$ cat config.mk
export PLATFORM = sky130hd
export DESIGN_NAME = col_delta_decoder
export DESIGN_NICKNAME = d
export VERILOG_FILES = /design/src/rtl/col_delta_decoder_pkg.sv /design/src/rtl/std_fifo.sv /design/src/rtl/col_delta_decoder.sv
export SDC_FILE = /design/constraint.sdc
export NUM_CORES = 1
export LEC_CHECK = 0
export BUFFER_PORTS_ARGS = -buffer_cell sky130_fd_sc_hd__buf_2
export CAP_MARGIN = 20
export CORE_UTILIZATION = 55
export CTS_CLUSTER_SIZE = 40
export DETAILED_ROUTE_END_ITERATION = 16
export PLACE_DENSITY = 0.78
export SLEW_MARGIN = 15
export SYNTH_ARGS = -nofsm -noshare
export SYNTH_HDL_FRONTEND = slang
export SYNTH_SLANG_ARGS = --single-unit
$ cat constraint.sdc
create_clock -name clk -period 8.3 [get_ports clk]
set_clock_uncertainty 0.15 [all_clocks]
set_input_delay 0.415 -clock clk [delete_from_list [all_inputs] [get_ports clk]]
set_output_delay 0.415 -clock clk [all_outputs]
set_load 0.1 [all_outputs]
$ cat src/rtl/col_delta_decoder_pkg.sv
// Shared constants, FSM encoding and helpers for the column-delta decoder.
package col_delta_decoder_pkg;

  localparam int unsigned CODE_W = 16;
  localparam int unsigned WORD_W = 64;
  localparam int unsigned COL_W  = 32;

  localparam logic [14:0] ESC_CODE = 15'h7FFF;
  localparam logic [15:0] END_CODE = 16'hFFFF;

  typedef enum logic [2:0] {
    ST_IDLE   = 3'd0,
    ST_DELTA  = 3'd1,
    ST_ESC_HI = 3'd2,
    ST_ESC_LO = 3'd3,
    ST_DONE   = 3'd4
  } state_t;

  // Ceiling log2, usable in constant expressions.
  function automatic int unsigned log2(input int unsigned v);
    int unsigned r;
    r = 0;
    for (int unsigned i = 0; i < 32; i++) begin
      if ((64'd1 << i) < 64'(v)) r = i + 1;
    end
    return r;
  endfunction

endpackage

$ cat src/rtl/std_fifo.sv
// Generic synchronous FIFO; LATENCY 0 is fall-through (head visible while non-empty).
module std_fifo
  import col_delta_decoder_pkg::*;
#(
  parameter int unsigned WIDTH   = 64,
  parameter int unsigned DEPTH   = 16,
  parameter int unsigned LATENCY = 0
) (
  input  logic                      clk,
  input  logic                      rst,
  input  logic                      i_push,
  input  logic [WIDTH-1:0]          i_data,
  input  logic                      i_pop,
  output logic [WIDTH-1:0]          o_data,
  output logic                      o_empty,
  output logic                      o_full,
  output logic [log2(DEPTH):0]      o_count
);

  localparam int unsigned AW = log2(DEPTH);
  localparam int unsigned CW = AW + 1;

  logic [WIDTH-1:0] r_mem [DEPTH];
  logic [AW-1:0]    r_wr;
  logic [AW-1:0]    r_rd;
  logic [CW-1:0]    r_cnt;
  logic             w_do_push;
  logic             w_do_pop;

  assign o_empty   = (r_cnt == '0);
  assign o_full    = (r_cnt == CW'(DEPTH));
  assign o_count   = r_cnt;
  assign w_do_pop  = i_pop && !o_empty;
  // A pop in the same cycle frees the slot for a push into a full FIFO.
  assign w_do_push = i_push && (!o_full || w_do_pop);

  always_ff @(posedge clk) begin
    if (!rst) begin
      r_wr  <= '0;
      r_rd  <= '0;
      r_cnt <= '0;
    end else begin
      if (w_do_push) r_wr <= r_wr + AW'(1);
      if (w_do_pop)  r_rd <= r_rd + AW'(1);
      r_cnt <= r_cnt + CW'(w_do_push) - CW'(w_do_pop);
    end
  end

  always_ff @(posedge clk) begin
    if (w_do_push) r_mem[r_wr] <= i_data;
  end

  generate
    if (LATENCY == 0) begin : g_fwft
      assign o_data = r_mem[r_rd];
    end else begin : g_reg
      logic [WIDTH-1:0] r_q;
      always_ff @(posedge clk) r_q <= r_mem[r_rd];
      assign o_data = r_q;
    end
  endgenerate

endmodule

$ cat src/rtl/col_delta_decoder.sv
// Expands packed 16-bit delta codes into absolute 32-bit column indices, one per cycle.
module col_delta_decoder
  import col_delta_decoder_pkg::*;
#(
  parameter int unsigned IN_FIFO_DEPTH = 16,
  parameter int unsigned AF_SLACK      = 6
) (
  input  logic              clk,
  input  logic              rst,
  input  logic [WORD_W-1:0] word_in,
  input  logic              word_push,
  output logic              word_almost_full,
  input  logic              almost_full,
  output logic [COL_W-1:0]  col,
  output logic              push_col,
  output logic              row_end,
  output logic              done,
  output logic              overflow
);

  localparam int unsigned CW = log2(IN_FIFO_DEPTH) + 1;

  state_t             r_state;
  logic [1:0]         r_idx;
  logic [COL_W-1:0]   r_cur_col;
  logic [CODE_W-1:0]  r_hi;
  logic               r_esc_re;
  logic [COL_W-1:0]   r_col;
  logic               r_push;
  logic               r_re;
  logic               r_done;
  logic               r_ovf;

  logic [WORD_W-1:0]  w_head;
  logic               w_empty;
  logic               w_full;
  logic [CW-1:0]      w_count;
  logic               w_adv;
  logic               w_pop;
  logic               w_drop;
  logic [CODE_W-1:0]  w_code;
  logic               w_is_end;
  logic               w_is_esc;
  logic               w_emit;
  logic [COL_W-1:0]   w_emit_val;
  logic               w_emit_re;

  std_fifo #(
    .WIDTH   (WORD_W),
    .DEPTH   (IN_FIFO_DEPTH),
    .LATENCY (0)
  ) u_in_fifo (
    .clk     (clk),
    .rst     (rst),
    .i_push  (word_push),
    .i_data  (word_in),
    .i_pop   (w_pop),
    .o_data  (w_head),
    .o_empty (w_empty),
    .o_full  (w_full),
    .o_count (w_count)
  );

  // Consumption stalls on empty input or downstream backpressure; DONE only drains.
  assign w_adv    = !w_empty && !almost_full && (r_state != ST_DONE);
  assign w_pop    = (r_state == ST_DONE) ? !w_empty : (w_adv && (r_idx == 2'd3));
  assign w_drop   = word_push && w_full && !w_pop;
  assign w_code   = w_head[{r_idx, 4'b0000} +: CODE_W];
  assign w_is_end = (w_code == END_CODE);
  assign w_is_esc = (w_code[14:0] == ESC_CODE) && !w_is_end;

  assign w_emit = w_adv && (((r_state == ST_IDLE || r_state == ST_DELTA) && !w_is_end && !w_is_esc)
                            || (r_state == ST_ESC_LO));
  assign w_emit_val = (r_state == ST_ESC_LO) ? {r_hi, w_code}
                                             : r_cur_col + COL_W'(w_code[14:0]);
  assign w_emit_re  = (r_state == ST_ESC_LO) ? r_esc_re : w_code[15];

  assign word_almost_full = (CW'(IN_FIFO_DEPTH) - w_count) <= CW'(AF_SLACK);
  assign col      = r_col;
  assign push_col = r_push;
  assign row_end  = r_re;
  assign done     = r_done;
  assign overflow = r_ovf;

  always_ff @(posedge clk) begin
    if (!rst) begin
      r_state   <= ST_IDLE;
      r_idx     <= 2'd0;
      r_cur_col <= '0;
      r_hi      <= '0;
      r_esc_re  <= 1'b0;
      r_col     <= '0;
      r_push    <= 1'b0;
      r_re      <= 1'b0;
      r_done    <= 1'b0;
      r_ovf     <= 1'b0;
    end else begin
      r_push <= w_emit;
      if (w_drop) r_ovf <= 1'b1;
      if (w_adv)  r_idx <= r_idx + 2'd1;
      // A row-end column restarts the running base at zero for the next row.
      if (w_emit) begin
        r_col     <= w_emit_val;
        r_re      <= w_emit_re;
        r_cur_col <= w_emit_re ? '0 : w_emit_val;
      end
      case (r_state)
        ST_IDLE, ST_DELTA: begin
          if (w_adv) begin
            if (w_is_end) begin
              r_state <= ST_DONE;
              r_done  <= 1'b1;
            end else if (w_is_esc) begin
              r_esc_re <= w_code[15];
              r_state  <= ST_ESC_HI;
            end else begin
              r_state <= ST_DELTA;
            end
          end
        end
        ST_ESC_HI: begin
          if (w_adv) begin
            if (w_is_end) begin
              r_state <= ST_DONE;
              r_done  <= 1'b1;
            end else begin
              r_hi    <= w_code;
              r_state <= ST_ESC_LO;
            end
          end
        end
        ST_ESC_LO: begin
          if (w_adv) r_state <= ST_DELTA;
        end
        ST_DONE: r_state <= ST_DONE;
        default: r_state <= ST_IDLE;
      endcase
    end
  end

endmodule

==> metrics.txt, run 1 <==
status finished, final reports clean; clock sinks 1131; vias 24820; crit path DAT 6.70 ns; synthesized area 45310 um2; DP Cell Count 3538; Final Max Slew Viols 0; number of max-cap violations 0; Layout Nets 2754; post-synthesis sequential area ratio 72.59%; initial antenna violation count 3; cts hold-fix bufs 66; port bufs 104; max_slew headroom 22.23%; Pre-antenna DRT Iters 5; vias in the first global route 25090; cell chain of the critical path buf_4 -> mux4_2 -> o22ai_1 -> nor4_1 -> nor2_1 -> a21oi_1 -> inv_1 -> fa_1 -> nor2b_1 -> o31a_1 -> o211ai_1 -> o211ai_1 -> and3_1 -> nand3_1 -> xnor2_1 -> a32o_1 -> a32o_1; WP depth 17; FF+latch count, synth 1131; Worst setup EP type register; hold depth 3; largest net degree at the start of global routing 93; DR DRC count 0; share of the synthesized area in the top cell type 67.86%; Commonest cells post-synth edfxtp_1, mux4_2, nand2_1, mux2i_1, dfxtp_1; TNS Setup 0 ns; Yosys warnings 0; Synth Flop Type edfxtp_1; Least-Margin Pin Slew 1.164 ns; startpoint types register; HP Start rst; Starting Density 55.89%; reg2reg path depth 17; remaining antenna violation count 0; post-place setup slack 2.158 ns; via/cell ratio 6.527; PwrDens 265.8 nW/um2; Post-Syn Nets 2547; Routed WL 110400 um; post-cts sizing count 0; RSZ-0062 raised after global routing false; drt wl/cell 29.03 um; Buf+Inv Stages, Crit Path 2; IO Count 105; CTS buffer count 106; crit path max fanout 56; CTS tree built; gr ovfl total 0; number of setup buffers added after CTS 0; part of the cycle the worst path needs 75.66%; post-route insts no fill 3803; clock-pin slew on the worst setup and hold paths 0.06 ns; Area contributors post-synth edfxtp_1, mux4_2, dfxtp_1; Die Span X 289.0 um; Final Core Density 62.97%; maximum vdd drop 0.0002813 V; endpoints failing setup 0; initial drt markers 2947; asr flop ratio synth 0%; Cells after Synth 2445; gpl congestion 0.8837; die area 83540 um2; H-tree depth 3; cell family with most CP delay compound AO/OA/AOI/OAI gates; Final min period 6.280 ns; total track usage 26.64%; Critical Path RT 8.72 ns; leakage power figure 16.37 nW; die height 289.0 um; Hold/Removal Path Class in -> reg; slowest cell on the critical path dfxtp_4; f_max 159.2 MHz; Crit Path Class reg -> reg; Yosys cell types 73; hpwl dp 64160 um; Final Hold Slack 0.1630 ns; Root Buffer clkbuf_16; mean post-synth cell area 18.53 um2; Final Hold Viols 0; CP max stage delay 0.94 ns; CTS Buffer Depth 3; # rows 104; first-pass GRT wire length 161700 um; count leader, synth edfxtp_1; setup ws final 2.020 ns; number of synthesized flops with an enable pin 1024; layout cells sized above 1 21.74%; dominant cell type by area after synthesis edfxtp_1; clk_lat worst skew 0.71 ns; Layout area overhead 12.67%; core area 81070 um2
cells in the final DEF, fill, tap and decap left out, drive strengths merged, types with 7 or more instances in the layout:
cell type,count
mux2,16
bufinv,7
o2111ai,7
o211ai,19
o21ai,41
nand2b,20
ha,32
a21oi,48
nand3,36
nor2b,15
o22ai,28
dlygate4sd3,66
or3,7
clkinv,52
xor2,28
nand4,19
and3,15
inv,25
buf,165
xnor2,10
nor2,71
dfxtp,107
a221oi,7
nand2,189
and2,11
a211oi,9
mux2i,148
mux4,234
nor3,17
a22oi,47
clkbuf,136
edfxtp,1024
routing by layer:
layer | global-route usage (%) | up-vias | routed length (um) | share of wire (%)
met5 | 0 | - | 13 | 0.012
met4 | 10.84 | 2 | 4437 | 4.0
met3 | 5.213 | 285 | 10130 | 9.2
met2 | 44.25 | 1495 | 54610 | 49
met1 | 34.76 | 12760 | 41220 | 37
li1 | - | 10280 | - | -
final timing paths:
| kind | slack [ns] | endpoint |
|---|---|---|
| worst min-delay path | 0.16 | col[24]$_SDFFE_PN0P_ |
| worst max-delay path | 2.02 | r_cur_col[28]$_SDFFE_PN0P_ |
| worst min register to register | 0.31 | col[20]$_SDFFE_PN0P_ |
| worst max register to register | 2.02 | r_cur_col[28]$_SDFFE_PN0P_ |
worst reg2reg max path, delay by kind of cell, from the launching register on:
kind                       cells  cell delay, ns
AOI/OAI and AO/OA              7            2.15
xor gates and xnor gates       1            0.15
adders and majority gates      1            0.46
buffers and inverters          2            0.71
DFF                            1            0.94
muxes                          1            0.32
and+or+nand+nor                5            1.27
final cells by class:
| cell class | instances | area [um2] |
|---|---|---|
| Sequential cell | 1131 | 32910 |
| Timing Repair Buffer | 231 | 1719 |
| Fill cell | 5361 | 30020 |
| Inverter | 25 | 93.84 |
| Clock buffer | 136 | 2816 |
| Tap cell | 1060 | 1326 |
| Multi-Input combinational cell | 1157 | 11620 |
| Clock inverter | 61 | 564.3 |
| Antenna cell | 2 | 5.005 |
metrics by stage:
stage	area [um2]	power, mW
2_1_floorplan	45310	8.218
3_3_place_gp	46940	8.825
3_5_place_dp	47000	8.891
4_1_cts	51040	13.57
5_1_grt	51050	13.96
6_report	51050	13.57
flip-flops by register name, summed over array words and instances (netlist names), 2 cells and up, named ones only:
| signal | flops |
|---|---|
| u_in_fifo.r_mem | 1024 |
| col | 32 |
| r_cur_col | 32 |
| r_hi | 16 |
| u_in_fifo.o_count | 5 |
| u_in_fifo.r_rd | 4 |
| u_in_fifo.r_wr | 4 |
| r_state | 3 |
| r_idx | 2 |
report_power, final:
group | internal [mW] | switching [mW] | total [mW] | leakage [nW]
logic | 0.687 | 1.61 | 2.30 | 4.61
registers | 6.44 | 0.114 | 6.56 | 10.1
clock network | 2.62 | 2.09 | 4.71 | 1.64
cell families after synthesis:
kind of cell	synth area share [%]
simple gates	4.316
fa+ha+maj	0.9720
xor+xnor	0.7345
buf+inv	2.060
mux	15.33
compound gates	4.001
flops	72.59
Note: power is estimated with default switching activity, not from simulation.
==> run 2: changes to the inputs <==
==> constraint.sdc (replaced) <==
create_clock -name clk -period 6 [get_ports clk]
set_clock_uncertainty 0.15 [all_clocks]
set_input_delay 0.3 -clock clk [delete_from_list [all_inputs] [get_ports clk]]
set_output_delay 0.3 -clock clk [all_outputs]
set_load 0.1 [all_outputs]
==> metrics.txt, run 2 (synthesis gave the netlist of run 1 again) <==
Final Max Slew Viols 0; Routed WL 110100 um; layout cells sized above 1 23.01%; Worst setup EP type register; clk_lat worst skew 0.69 ns; CP dominant cell by count buf_4; die area 83540 um2; clock-pin slew on the worst setup and hold paths 0.06 ns; Final min period 5.556 ns; Final Hold Slack 0.3016 ns; Layout Nets 2785; Root Buffer clkbuf_16; HP Start word_push; remaining antenna violation count 0; sequential power share 47.4%; H-tree depth 3; internal cell power 13.78 mW; Crit Path Class reg -> reg; # rows 104; CTS buffer count 107; post-cts sizing count 0; initial antenna violation count 5; slowest cell on the critical path dfxtp_4; first-pass GRT wire length 161700 um; Comb pwr share 17.3%; cell family with most CP delay compound AO/OA/AOI/OAI gates; CTS tree built; Sw Share 27.84%; port bufs 104; startpoint types register; via/cell ratio 6.477; CTS Buffer Depth 3; filler cell count 5305; maximum vdd drop 0.0003849 V; Layout area overhead 13.90%; DR DRC count 0; most common cell after layout, fill and taps aside edfxtp_1; total track usage 26.67%; Critical Path RT 6.40 ns; CP max stage delay 0.73 ns; Top reg by flops u_in_fifo.r_mem; vias 24850; core area 81070 um2; crit path DAT 5.96 ns; max reg flops 1024; die height 289.0 um; cell chain of the critical path buf_4 -> or3_1 -> o22ai_1 -> nor4_1 -> buf_4 -> nor2_1 -> a21oi_1 -> ha_1 -> a211oi_1 -> o21ai_0 -> a41oi_1 -> o211ai_1 -> buf_4 -> nand4_1 -> xor2_1 -> nand2_1 -> a32o_1 -> o21a_1; vias in the first global route 25170; endpoints failing setup 0; Pre-antenna DRT Iters 6; Buf+Inv Stages, Crit Path 3; Die Span X 289.0 um; R2R Path End col[19]$_SDFFE_PN0P_; FF-to-FF setup slack 0.44 ns; gpl congestion 0.8571; CP endpoint col[19]$_SDFFE_PN0P_; part of the cycle the worst path needs 92.61%; f_max 180.0 MHz; hpwl dp 62370 um; crit path max fanout 37; commonest non-fill, non-tap cells in the layout edfxtp_1, mux4_2, nand2_1; WP depth 18; TNS Setup 0 ns; gr ovfl total 0; clock sinks 1131; IO Count 105; switching power total 5.318 mW; PwrDens 370.1 nW/um2; Least-Margin Pin Slew 1.033 ns; max_slew headroom 31.11%; status finished, final reports clean; leakage power figure 16.62 nW; RSZ-0062 raised after global routing false; Starting Density 55.89%; drt wl/cell 28.70 um; largest net degree at the start of global routing 107; Final Hold Viols 0; reg2reg path depth 18; number of max-cap violations 0; Clk network pwr share 35.3%; Hold/Removal Path Class in -> reg; initial drt markers 2976
==> run 2: cell count changes in the layout (fill, tap and decap cells not counted), moves of 3 or more <==
| cell | before | now |
|---|---|---|
| nor3_4 | 0 | 4 |
| bufinv_16 | 7 | 12 |
| buf_12 | 4 | 19 |
| clkinv_1 | 28 | 25 |
| nor3_2 | 5 | 0 |
| buf_4 | 56 | 69 |
| clkinv_2 | 19 | 28 |
| clkbuf_1 | 26 | 15 |
==> run 2: tightest hold or removal path, delay by kind of cell <==
family | cells | cell delay [ns]
simple gates | 1 | 0.07
compound gates | 1 | 0.07
buf+inv | 2 | 0.64
==> run 2: timing repair <==
item,in CTS,in global routing
hold buffers,68,0
buffers inserted,0,0
hold endpoints to repair,1055,0
==> run 2: area by class of cell <==
cell class,count,area [um2],area share [%]
antenna,4,10.01,0.01940
sequential,1131,32910,63.76
clock buffer,125,2786,5.399
clock inverter,74,732.0,1.418
inverter,25,93.84,0.1818
tap,1060,1326,2.570
timing repair buffer,261,2111,4.090
multi-input combinational,1157,11640,22.56
==> run 2: how the worst min path moves through the flow <==
stage / endpoint / slack [ns] / cells after the start
floorplan: u_in_fifo.r_mem[0][0]$_DFFE_PP_ / 0.25 / 0
global placement: col[17]$_SDFFE_PN0P_ / 0.29 / 2
detailed placement: col[16]$_SDFFE_PN0P_ / 0.30 / 2
CTS: overflow$_SDFFE_PN0P_ / 0.30 / 4
global route: col[16]$_SDFFE_PN0P_ / 0.33 / 2
finish: overflow$_SDFFE_PN0P_ / 0.30 / 4
==> run 2: routing by layer <==
metal  vias up  track usage, %  part of all wire, %
met5         -               0                0.024
met4         4           10.51                  3.9
met3       302           5.480                  9.6
met2      1490           43.60                   49
met1     12690           35.43                   37
li1      10370               -                    -
==> run 2: per-stage QoR <==
step / cell area (um2) / power (mW) / util [%] / setup WS (ns) / std cells
4_1_cts: 51590 / 19.12 / 63.64 / 0.5128 / 3832
5_1_grt: 51600 / 19.68 / 63.65 / 0.2151 / 3835
2_1_floorplan: 45330 / 11.35 / - / 0.5551 / 2445
3_3_place_gp: 47380 / 12.29 / 58.45 / 0.7636 / 3564
6_report: 51610 / 19.10 / 63.66 / 0.4437 / 3837
3_5_place_dp: 47390 / 12.39 / 58.46 / 0.6489 / 3565
==> run 2: power groups by stage <==
stage	Combinational [mW]	Sequential, mW	Clock (mW)
floorplan	1.78	9.57	0
global placement	3.10	9.19	0
detailed placement	3.18	9.21	0
CTS	3.25	9.05	6.82
global route	3.49	9.08	7.11
finish	3.30	9.05	6.75
